File: config.mk
export PLATFORM = sky130hd
export DESIGN_NAME = lsu_mem_stage
export DESIGN_NICKNAME = d
export VERILOG_FILES = /design/src/rtl/lsu_mem_stage.sv
export SDC_FILE = /design/constraint.sdc
export NUM_CORES = 1
export LEC_CHECK = 0
export CAP_MARGIN = 0
export CORE_ASPECT_RATIO = 0.8
export CORE_MARGIN = 4
export CORE_UTILIZATION = 46
export CTS_CLUSTER_DIAMETER = 50
export DETAILED_ROUTE_END_ITERATION = 8
export HOLD_SLACK_MARGIN = 0.08
export PLACE_DENSITY = 0.82
export SETUP_SLACK_MARGIN = 0.4
export SLEW_MARGIN = 20
export SYNTH_ARGS = -nofsm -noshare
export SYNTH_HDL_FRONTEND = slang
export SYNTH_SLANG_ARGS = --single-unit
File: constraint.sdc
create_clock -name clk_i -period 2.44 [get_ports clk_i]
set_input_delay 0.488 -clock clk_i [delete_from_list [all_inputs] [get_ports clk_i]]
set_output_delay 0.488 -clock clk_i [all_outputs]
set_load 0.03 [all_outputs]
File: src/rtl/lsu_mem_stage.sv
// lsu_mem_stage -- RV32 memory stage.
//
// Takes the EX/MEM packet and produces the MEM/WB packet. Non-memory ops
// pass through one register stage. Loads/stores run one request/response
// transaction on the data-memory port; EX is stalled via ex_ready_o while
// a transaction is outstanding.
//
// Ports:
//   clk_i, rst_ni          clock, async active-low reset
//   ex_*_i / ex_ready_o    EX/MEM packet in, accept handshake
//   dmem_req_*             memory request (valid/ready handshake)
//   dmem_rsp_*             read response (reads only)
//   wb_*_o                 MEM/WB packet, wb_valid_o is a one-cycle pulse
//   mem_misaligned_o       pulses with wb_valid_o of a misaligned access
//
// state  | meaning
// -------+-------------------------------------------------------------
// IDLE   | ready for a new packet; non-LSU and misaligned ops finish here
// REQ    | request on the bus, fields held until dmem_req_ready_i
// RESP   | load request accepted, waiting for dmem_rsp_valid_i
module lsu_mem_stage #(
  parameter int DataWidth    = 32,
  parameter int RegAddrWidth = 5,
  parameter int LsuOpWidth   = 4
) (
  input  logic                    clk_i,
  input  logic                    rst_ni,
  input  logic                    ex_valid_i,
  output logic                    ex_ready_o,
  input  logic                    ex_rd_en_i,
  input  logic [RegAddrWidth-1:0] ex_rd_addr_i,
  input  logic [DataWidth-1:0]    ex_alu_res_i,
  input  logic                    ex_lsu_i,
  input  logic [LsuOpWidth-1:0]   ex_lsu_op_i,
  input  logic [DataWidth-1:0]    ex_store_data_i,
  output logic                    dmem_req_valid_o,
  input  logic                    dmem_req_ready_i,
  output logic [DataWidth-1:0]    dmem_req_addr_o,
  output logic                    dmem_req_we_o,
  output logic [3:0]              dmem_req_be_o,
  output logic [DataWidth-1:0]    dmem_req_wdata_o,
  input  logic                    dmem_rsp_valid_i,
  input  logic [DataWidth-1:0]    dmem_rsp_rdata_i,
  output logic                    wb_valid_o,
  output logic                    wb_rd_en_o,
  output logic [RegAddrWidth-1:0] wb_rd_addr_o,
  output logic [DataWidth-1:0]    wb_rd_data_o,
  output logic                    mem_misaligned_o
);

  typedef enum logic [1:0] {StIdle, StReq, StResp} state_e;

  state_e                  state_q, state_d;
  logic [2:0]              ld_op_q, ld_op_d;
  logic [1:0]              off_q, off_d;
  logic [RegAddrWidth-1:0] rd_addr_q, rd_addr_d;
  logic                    rd_en_q, rd_en_d;
  logic [DataWidth-1:0]    addr_q, addr_d;
  logic                    we_q, we_d;
  logic [3:0]              be_q, be_d;
  logic [DataWidth-1:0]    wdata_q, wdata_d;

  logic                    wb_valid_q, wb_valid_d;
  logic                    wb_rd_en_q, wb_rd_en_d;
  logic [RegAddrWidth-1:0] wb_rd_addr_q, wb_rd_addr_d;
  logic [DataWidth-1:0]    wb_rd_data_q, wb_rd_data_d;
  logic                    mis_q, mis_d;

  logic [1:0]           ex_off;
  logic                 ex_misaligned;
  logic [3:0]           st_be;
  logic [DataWidth-1:0] st_wdata;
  logic [7:0]           ld_byte;
  logic [15:0]          ld_half;
  logic                 ld_signed;
  logic [DataWidth-1:0] ld_data;

  assign ex_off = ex_alu_res_i[1:0];
  // op[0] set means half (x1), op[1:0] == 10 means word, 00 means byte.
  assign ex_misaligned = (ex_lsu_op_i[0] && ex_off[0]) ||
                         ((ex_lsu_op_i[1:0] == 2'b10) && (ex_off != 2'b00));

  always_comb begin
    st_be    = 4'b1111;
    st_wdata = ex_store_data_i;
    if (ex_lsu_op_i[0]) begin
      st_be    = ex_off[1] ? 4'b1100 : 4'b0011;
      st_wdata = {2{ex_store_data_i[15:0]}};
    end else if (!ex_lsu_op_i[1]) begin
      st_be    = 4'b0001 << ex_off;
      st_wdata = {4{ex_store_data_i[7:0]}};
    end
  end

  assign ld_byte   = dmem_rsp_rdata_i[{off_q, 3'b000} +: 8];
  assign ld_half   = off_q[1] ? dmem_rsp_rdata_i[31:16] : dmem_rsp_rdata_i[15:0];
  assign ld_signed = ~ld_op_q[2];

  always_comb begin
    ld_data = dmem_rsp_rdata_i;
    if (ld_op_q[1:0] == 2'b00) begin
      ld_data = {{24{ld_signed & ld_byte[7]}}, ld_byte};
    end else if (ld_op_q[0]) begin
      ld_data = {{16{ld_signed & ld_half[15]}}, ld_half};
    end
  end

  always_comb begin
    state_d      = state_q;
    ld_op_d      = ld_op_q;
    off_d        = off_q;
    rd_addr_d    = rd_addr_q;
    rd_en_d      = rd_en_q;
    addr_d       = addr_q;
    we_d         = we_q;
    be_d         = be_q;
    wdata_d      = wdata_q;
    wb_valid_d   = 1'b0;
    wb_rd_en_d   = 1'b0;
    wb_rd_addr_d = wb_rd_addr_q;
    wb_rd_data_d = wb_rd_data_q;
    mis_d        = 1'b0;

    unique case (state_q)
      StIdle: begin
        if (ex_valid_i) begin
          if (!ex_lsu_i) begin
            wb_valid_d   = 1'b1;
            wb_rd_en_d   = ex_rd_en_i;
            wb_rd_addr_d = ex_rd_addr_i;
            wb_rd_data_d = ex_alu_res_i;
          end else if (ex_misaligned) begin
            wb_valid_d   = 1'b1;
            wb_rd_addr_d = ex_rd_addr_i;
            wb_rd_data_d = '0;
            mis_d        = 1'b1;
          end else begin
            state_d   = StReq;
            ld_op_d   = ex_lsu_op_i[2:0];
            off_d     = ex_off;
            rd_addr_d = ex_rd_addr_i;
            rd_en_d   = ex_rd_en_i;
            addr_d    = {ex_alu_res_i[DataWidth-1:2], 2'b00};
            we_d      = ex_lsu_op_i[3];
            be_d      = ex_lsu_op_i[3] ? st_be : 4'b1111;
            wdata_d   = ex_lsu_op_i[3] ? st_wdata : '0;
          end
        end
      end
      StReq: begin
        if (dmem_req_ready_i) begin
          if (we_q) begin
            state_d      = StIdle;
            wb_valid_d   = 1'b1;
            wb_rd_addr_d = rd_addr_q;
            wb_rd_data_d = '0;
          end else begin
            state_d = StResp;
          end
        end
      end
      StResp: begin
        if (dmem_rsp_valid_i) begin
          state_d      = StIdle;
          wb_valid_d   = 1'b1;
          wb_rd_en_d   = rd_en_q;
          wb_rd_addr_d = rd_addr_q;
          wb_rd_data_d = ld_data;
        end
      end
      default: state_d = StIdle;
    endcase
  end

  always_ff @(posedge clk_i or negedge rst_ni) begin
    if (!rst_ni) begin
      state_q      <= StIdle;
      ld_op_q      <= '0;
      off_q        <= '0;
      rd_addr_q    <= '0;
      rd_en_q      <= 1'b0;
      addr_q       <= '0;
      we_q         <= 1'b0;
      be_q         <= '0;
      wdata_q      <= '0;
      wb_valid_q   <= 1'b0;
      wb_rd_en_q   <= 1'b0;
      wb_rd_addr_q <= '0;
      wb_rd_data_q <= '0;
      mis_q        <= 1'b0;
    end else begin
      state_q      <= state_d;
      ld_op_q      <= ld_op_d;
      off_q        <= off_d;
      rd_addr_q    <= rd_addr_d;
      rd_en_q      <= rd_en_d;
      addr_q       <= addr_d;
      we_q         <= we_d;
      be_q         <= be_d;
      wdata_q      <= wdata_d;
      wb_valid_q   <= wb_valid_d;
      wb_rd_en_q   <= wb_rd_en_d;
      wb_rd_addr_q <= wb_rd_addr_d;
      wb_rd_data_q <= wb_rd_data_d;
      mis_q        <= mis_d;
    end
  end

  assign ex_ready_o       = (state_q == StIdle);
  assign dmem_req_valid_o = (state_q == StReq);
  // Request fields read as zero outside REQ so stale packets never show on the bus.
  assign dmem_req_addr_o  = dmem_req_valid_o ? addr_q  : '0;
  assign dmem_req_we_o    = dmem_req_valid_o & we_q;
  assign dmem_req_be_o    = dmem_req_valid_o ? be_q    : 4'b0000;
  assign dmem_req_wdata_o = dmem_req_valid_o ? wdata_q : '0;

  assign wb_valid_o       = wb_valid_q;
  assign wb_rd_en_o       = wb_rd_en_q;
  assign wb_rd_addr_o     = wb_rd_addr_q;
  assign wb_rd_data_o     = wb_rd_data_q;
  assign mem_misaligned_o = mis_q;

endmodule

==> impl_metrics.ini, run 1 <==
[routing]
drt-total-wl_um = 23100
first_pass_iters = 7
vias = 6151
wl_per_cell_um = 21.5
drc = 0
drt_iter0_markers = 595
avgViaCountPerCell = 5.72
detail-route-antenna-nets = 0

[timing]
relSlewSlack_pct = 60.5
hold_ws_ps = 478
fin_skew_ps = 5.28
fin_setup_tns_ps = 0
report.final.slew_viol_count = 0
rsz0062_at_grt = yes
period_needed_ps = 2190
tightest_slew_ps = 586
period_share_pct = 89.6
max_freq_mhz = 458
timing_hold_violations_final = 0
setup_viol = 0

[synth]
ys_types = 40
ys_async_sr_fraction_pct = 100
synth_area_um2 = 6310
syn_area_per_cell_um2 = 9.67
syn_inst = 653
ys_ff_latch = 120
yosys_most_used_dff = dfrtp_1
yosysWarnings = 0
synth_edf_count = 0
ys_seq_area_share_pct = 47.6

[min_path]
whs_path_depth = 2
min_path_type = register to register

[cts]
clkLatencyLatePin_ps = 420
clock_sinks = 120
ctsLongestPathBuffers = 2
htree_num_levels = 4
cts_made_buffers = 17
cts_root_buf = clkbuf_16
cts_tree = built
clkTransAtPathRegs_ps = 50

[placement]
place.gp.congestion = 0.936
dp_hpwl_um = 15100
placedCellCount = 1024
io_buffers = 220

[layout]
diodes = 0
post-route-util_pct = 76.5
fill_cells = 849
finalNonFillerCells = 1076
syn_to_final_growth_pct = 59.4
layout-drive-gt1-share_pct = 29.0
nNetsFinal = 1006

[status]
status = completed

[global_routing]
grt_usage_pct = 26.8
grt_pass1_vias = 6034
antenna_found_initial = 0
grt_pass1_wl_um = 33300
grt_overflow = 0
grt_max_degree = 51

[die]
fp.dieW_um = 139
die_h_um = 113
io_pins = 223
die_area_um2 = 15700
initial_core_util_pct = 48.0
core_um2 = 13100
rows = 37

[worst_setup_path]
critical_path_arrival_ps = 1700
critical_path_peak_fanout = 11
start_kind = register
r2r_cells = 9
worst-setup-path-type = register to primary output
cp.required_ps = 1950
crit_path_end_kind = primary output

[power_and_ir_drop]
ir_drop_mv = 0.885
power.total_uw = 13600
p_per_area_nw_per_um2 = 1350
power_leakage_uw = 0.00444

[run]
drv_cap = 0
==> cells in the final DEF (no fill, tap or decap), drive strengths merged, types with 2 or more instances in the layout <==
cell type | synthesis | final
nor2 | 57 | 57
mux2 | 58 | 58
buf | 23 | 104
and2 | 67 | 67
a211oi | 2 | 2
o211ai | 8 | 8
nand2 | 96 | 96
conb | 1 | 2
mux2i | 23 | 23
clkdlybuf4s50 | 0 | 149
clkbuf | 26 | 32
o21ai | 54 | 54
nor2b | 5 | 5
dfrtp | 120 | 120
a21oi | 35 | 35
a22oi | 8 | 8
nand2b | 5 | 5
bufinv | 0 | 3
a31oi | 22 | 22
inv | 6 | 6
and3 | 2 | 2
mux4 | 2 | 2
clkinv | 1 | 6
ha | 5 | 5
o221ai | 8 | 8
nor3 | 5 | 5
nor3b | 2 | 2
nand3 | 3 | 3
==> registers in the layout (all words and copies together) (netlist names) <==
register and flops:
wb_rd_data_o 32, wdata_q 32, addr_q 30, rd_addr_q 5, wb_rd_addr_o 5, be_q 4, ld_op_q 3, off_q 2
state_q 2, mem_misaligned_o 1, rd_en_q 1, wb_rd_en_o 1, wb_valid_o 1, we_q 1
==> through the flow <==
stage / area (um2) / setup WS (ps)
2_1_floorplan: 6370 / 389
3_3_place_gp: 8790 / 182
3_5_place_dp: 8790 / 115
4_1_cts: 9520 / 273
5_1_grt: 10100 / 194
6_report: 10100 / 255
==> layer usage <==
metal	vias to the layer above	track usage (%)	part of all wire, %
met3	55	7.48	8.6
met2	358	43.8	49
met5	-	0	0
li1	2727	-	-
met4	0	7.24	2.4
met1	3011	35.3	40
==> path summary, 6_finish.rpt <==
check                                   startpoint                            to  slack, ps
max reg2reg                 state_q[0]$_DFFE_PN0P_  wb_rd_data_o[23]$_DFFE_PN0P_        290
min                        wdata_q[16]$_DFFE_PN0P_       wdata_q[16]$_DFFE_PN0P_        480
max                         state_q[1]$_DFFE_PN0P_           dmem_req_addr_o[17]        250
max in group asynchronous                   rst_ni        state_q[0]$_DFFE_PN0P_       1150
min in group asynchronous                   rst_ni        addr_q[11]$_DFFE_PN0P_        610
min reg2reg                wdata_q[16]$_DFFE_PN0P_       wdata_q[16]$_DFFE_PN0P_        480
==> worst max-delay path, stage by stage (launching register included) <==
cell and delay [ps]:
dfrtp_1 390, inv_2 100, ha_4 160, buf_12 160, clkbuf_16 170, and2_1 160
buf_6 140
==> what timing repair did <==
item	4_1_cts	5_1_grt
setup endpoints to repair	102	106
pin swaps	0	3
setup buffers	3	4
hold buffers	1	0
gates cloned	2	11
endpoints found under the hold margin	14	0
gates resized for setup	16	89
==> cell families (layout without fill, tap and decap cells) <==
| family | Yosys count | after routing | share of synthesized area, % |
|---|---|---|---|
| simple gates | 245 | 245 | 18.5 |
| compound gates | 143 | 143 | 13.5 |
| flops | 120 | 120 | 47.6 |
| mux | 83 | 83 | 15.1 |
| buf+inv | 56 | 303 | 4.34 |
| fa+ha+maj | 5 | 5 | 0.991 |
| other cells | 1 | 2 | 0.0594 |
==> cells in the mapped netlist (all sizes together) (2+ instances only) <==
cell type	instances	area, um2
a211oi	2	15.0
ha	5	62.6
and3	2	12.5
nor2b	5	31.3
clkbuf	26	97.6
buf	23	150
nor3b	2	31.3
mux2	58	676
mux4	2	45.0
inv	6	22.5
a21oi	35	175
nor2	57	216
and2	67	419
nand2b	5	31.3
mux2i	23	230
o211ai	8	60.1
a31oi	22	138
o221ai	8	70.1
nor3	5	25.0
nand2	96	360
nand3	3	15.0
a22oi	8	60.1
dfrtp	120	3000
o21ai	54	270
==> final cells by class <==
type	count	area [um2]	share of cell area, %
Tap cell	175	219	2.18
Clock buffer	23	458	4.55
Sequential cell	120	3000	29.9
Multi-Input combinational cell	478	3190	31.7
Inverter	7	26.3	0.261
Clock inverter	8	123	1.22
Timing Repair Buffer	265	3040	30.2
==> power breakdown <==
part / internal (uW) / total [uW] / leakage [uW] / switching [uW]
Clock: 1620 / 2520 / 0.000285 / 893
Combinational: 3490 / 7400 / 0.00269 / 3910
Sequential: 2980 / 3640 / 0.00147 / 668
Total: 8090 / 13600 / 0.00444 / 5470
Note: power is estimated with default switching activity, not from simulation.
==> inputs of run 2 (changes only) <==
--- a/config.mk
+++ b/config.mk
@@ -7,12 +7,13 @@
 export LEC_CHECK = 0
 export CAP_MARGIN = 0
 export CORE_ASPECT_RATIO = 0.8
-export CORE_MARGIN = 4
+export CORE_MARGIN = 10
 export CORE_UTILIZATION = 46
 export CTS_CLUSTER_DIAMETER = 50
 export DETAILED_ROUTE_END_ITERATION = 8
 export HOLD_SLACK_MARGIN = 0.08
 export PLACE_DENSITY = 0.82
+export RECOVER_POWER = 50
 export SETUP_SLACK_MARGIN = 0.4
 export SLEW_MARGIN = 20
 export SYNTH_ARGS = -nofsm -noshare
==> run 2 against run 1 <==
Effect of this change:
- setup slack got worse by 7.9 ps
- combinational power shrank 0.8%
- first-iteration DRC count shrank 18%
- count of clock-buffer cells in the layout shrank 1
- maximum frequency fell by 0.36%
- core utilization down 1.9 points
- global-route usage down 3.4 points
- sequential share of layout area is essentially flat
- clock power grew 4%
- total power rose by 0.23%
- non-clock buffer count rose by 4
- final area is 0.20% higher
- critical path type is now input port to register
==> impl_metrics.ini, run 2 (synthesis gave the netlist of run 1 again) <==
[status]
status = completed

[die]
die_area_um2 = 18800
initial_core_util_pct = 46.8
io_pins = 223
fp.dieW_um = 151
rows = 38
die_h_um = 125
core_um2 = 13500

[worst_setup_path]
crit_chain = clkdlybuf4s50_1 > nor2b_1 > o22ai_1 > nand4_4 > buf_2 > mux2_2
slowest_stage = o22ai_1
critical_path_peak_fanout = 20
timing.rr.start = state_q[0]$_DFFE_PN0P_
start_kind = input port
max_stage_delay_ps = 530
path_buf_inv = 2
crit_path_end_kind = register
critical_path_arrival_ps = 2490
crit_family = buffers and inverters
cp.required_ps = 2730
worst-setup-path-type = input port to register
cp-startpoint = ex_lsu_op_i[0]

[global_routing]
grt_pass1_wl_um = 34600
grt_usage_pct = 23.4
grt_pass1_vias = 6062
antenna_found_initial = 0
grt_overflow = 0
grt_max_degree = 43

[routing]
first_pass_iters = 5
vias = 6042
avgViaCountPerCell = 5.56
drt-total-wl_um = 23400
wl_per_cell_um = 21.5
drc = 0
drt_iter0_markers = 486
detail-route-antenna-nets = 0

[power_and_ir_drop]
p_per_area_nw_per_um2 = 1350
power.total_uw = 13600
ir_drop_mv = 0.868
power_leakage_uw = 0.00440

[timing]
report.final.slew_viol_count = 0
tightest_slew_ps = 1140
max_freq_mhz = 456
relSlewSlack_pct = 23.8
setup_viol = 0
fin_skew_ps = 9.50
setup_ws_ps = 247
rsz0062_at_grt = yes
period_share_pct = 89.9
fin_setup_tns_ps = 0
timing_hold_violations_final = 0
period_needed_ps = 2190

[layout]
layout-drive-gt1-share_pct = 29.7
final_common_cell = clkdlybuf4s50_1
fill_cells = 956
final_cell_mix = clkdlybuf4s50_1 (149), dfrtp_1 (118), nand2_1 (96)
syn_to_final_growth_pct = 59.7
post-route-util_pct = 74.7
layout.area.seq_um2 = 3010
diodes = 0
nNetsFinal = 1010
multi_input_area_um2 = 3160

[cts]
clock_sinks = 120
cts_made_buffers = 17
cts_root_buf = clkbuf_16
cts_tree = built
clkTransAtPathRegs_ps = 60
ctsLongestPathBuffers = 2
htree_num_levels = 4
clkLatencyLatePin_ps = 420

[placement]
dp_hpwl_um = 16300
pre_cts_slack_ps = 91.7
place.gp.congestion = 0.915
io_buffers = 220

[min_path]
hold_start = wdata_q[6]$_DFFE_PN0P_
min_path_type = register to register

[run]
drv_cap = 0
-- run 2: cell types whose count changed in the layout (fill, tap and decap cells not counted), moves of 2 or more --
cell,change
buf_6,-2
and2_2,+4
clkbuf_8,+3
clkinvlp_4,+4
mux2_1,+6
mux2_4,-6
buf_4,+5
clkinv_2,-2
clkbuf_16,-3
and2_4,+4
and2_1,-8
buf_16,+2
clkbuf_1,-4
-- run 2: worst reg2reg max path, delay by kind of cell (launching register included) --
kind            cells  cell delay [ps]
fa+ha+maj           1              190
flops               1              440
simple gates        1               50
compound gates      3              660
buf+inv             5              720
-- run 2: area by class of cell --
type / instances / area share (%)
flip-flops and latches: 120 / 29.8
repair buffers: 269 / 30.1
well taps: 180 / 2.23
inverters: 7 / 0.261
clock buffers: 22 / 4.80
clock inverters: 10 / 1.41
multi-input cells: 478 / 31.4
-- run 2: metrics by stage --
stage               instances  hold WS [ps]  cell area (um2)
global route             1086           511            10100
CTS                      1073           475             9660
detailed placement       1033           462             8850
finish                   1086           478            10100
floorplan                 654           192             6370
global placement         1033           456             8850
-- run 2: what timing repair did --
action,CTS,global route
hold buffers,1,0
pin swaps,0,3
gates cloned,3,8
hold endpoints to repair,5,0
setup endpoints to repair,105,107
setup buffers,4,5
resized for setup,18,92
-- run 2: worst paths after layout --
path | to | slack [ps] | cells past startpoint
max | addr_q[12]$_DFFE_PN0P_ | 250 | 6
min | wdata_q[6]$_DFFE_PN0P_ | 480 | 2
max reg2reg | wb_rd_data_o[15]$_DFFE_PN0P_ | 310 | 10
min reg2reg | wdata_q[6]$_DFFE_PN0P_ | 480 | 2
max in group asynchronous | off_q[1]$_DFFE_PN0P_ | 790 | 3
min in group asynchronous | addr_q[10]$_DFFE_PN0P_ | 830 | 2
-- run 2: layer usage --
layer | vias up | share of wire, % | track usage (%)
li1 | 2734 | - | -
met1 | 2976 | 41 | 30.4
met2 | 303 | 49 | 37.5
met3 | 29 | 8.9 | 6.64
met4 | 0 | 1.4 | 5.09
met5 | - | 0 | 0
-- run 2: where the power goes --
part / switching (uW) / internal [uW] / leakage, uW
combinational: 3920 / 3430 / 0.00264
sequential: 643 / 2980 / 0.00147
clock: 913 / 1720 / 0.000295
total: 5470 / 8120 / 0.00440
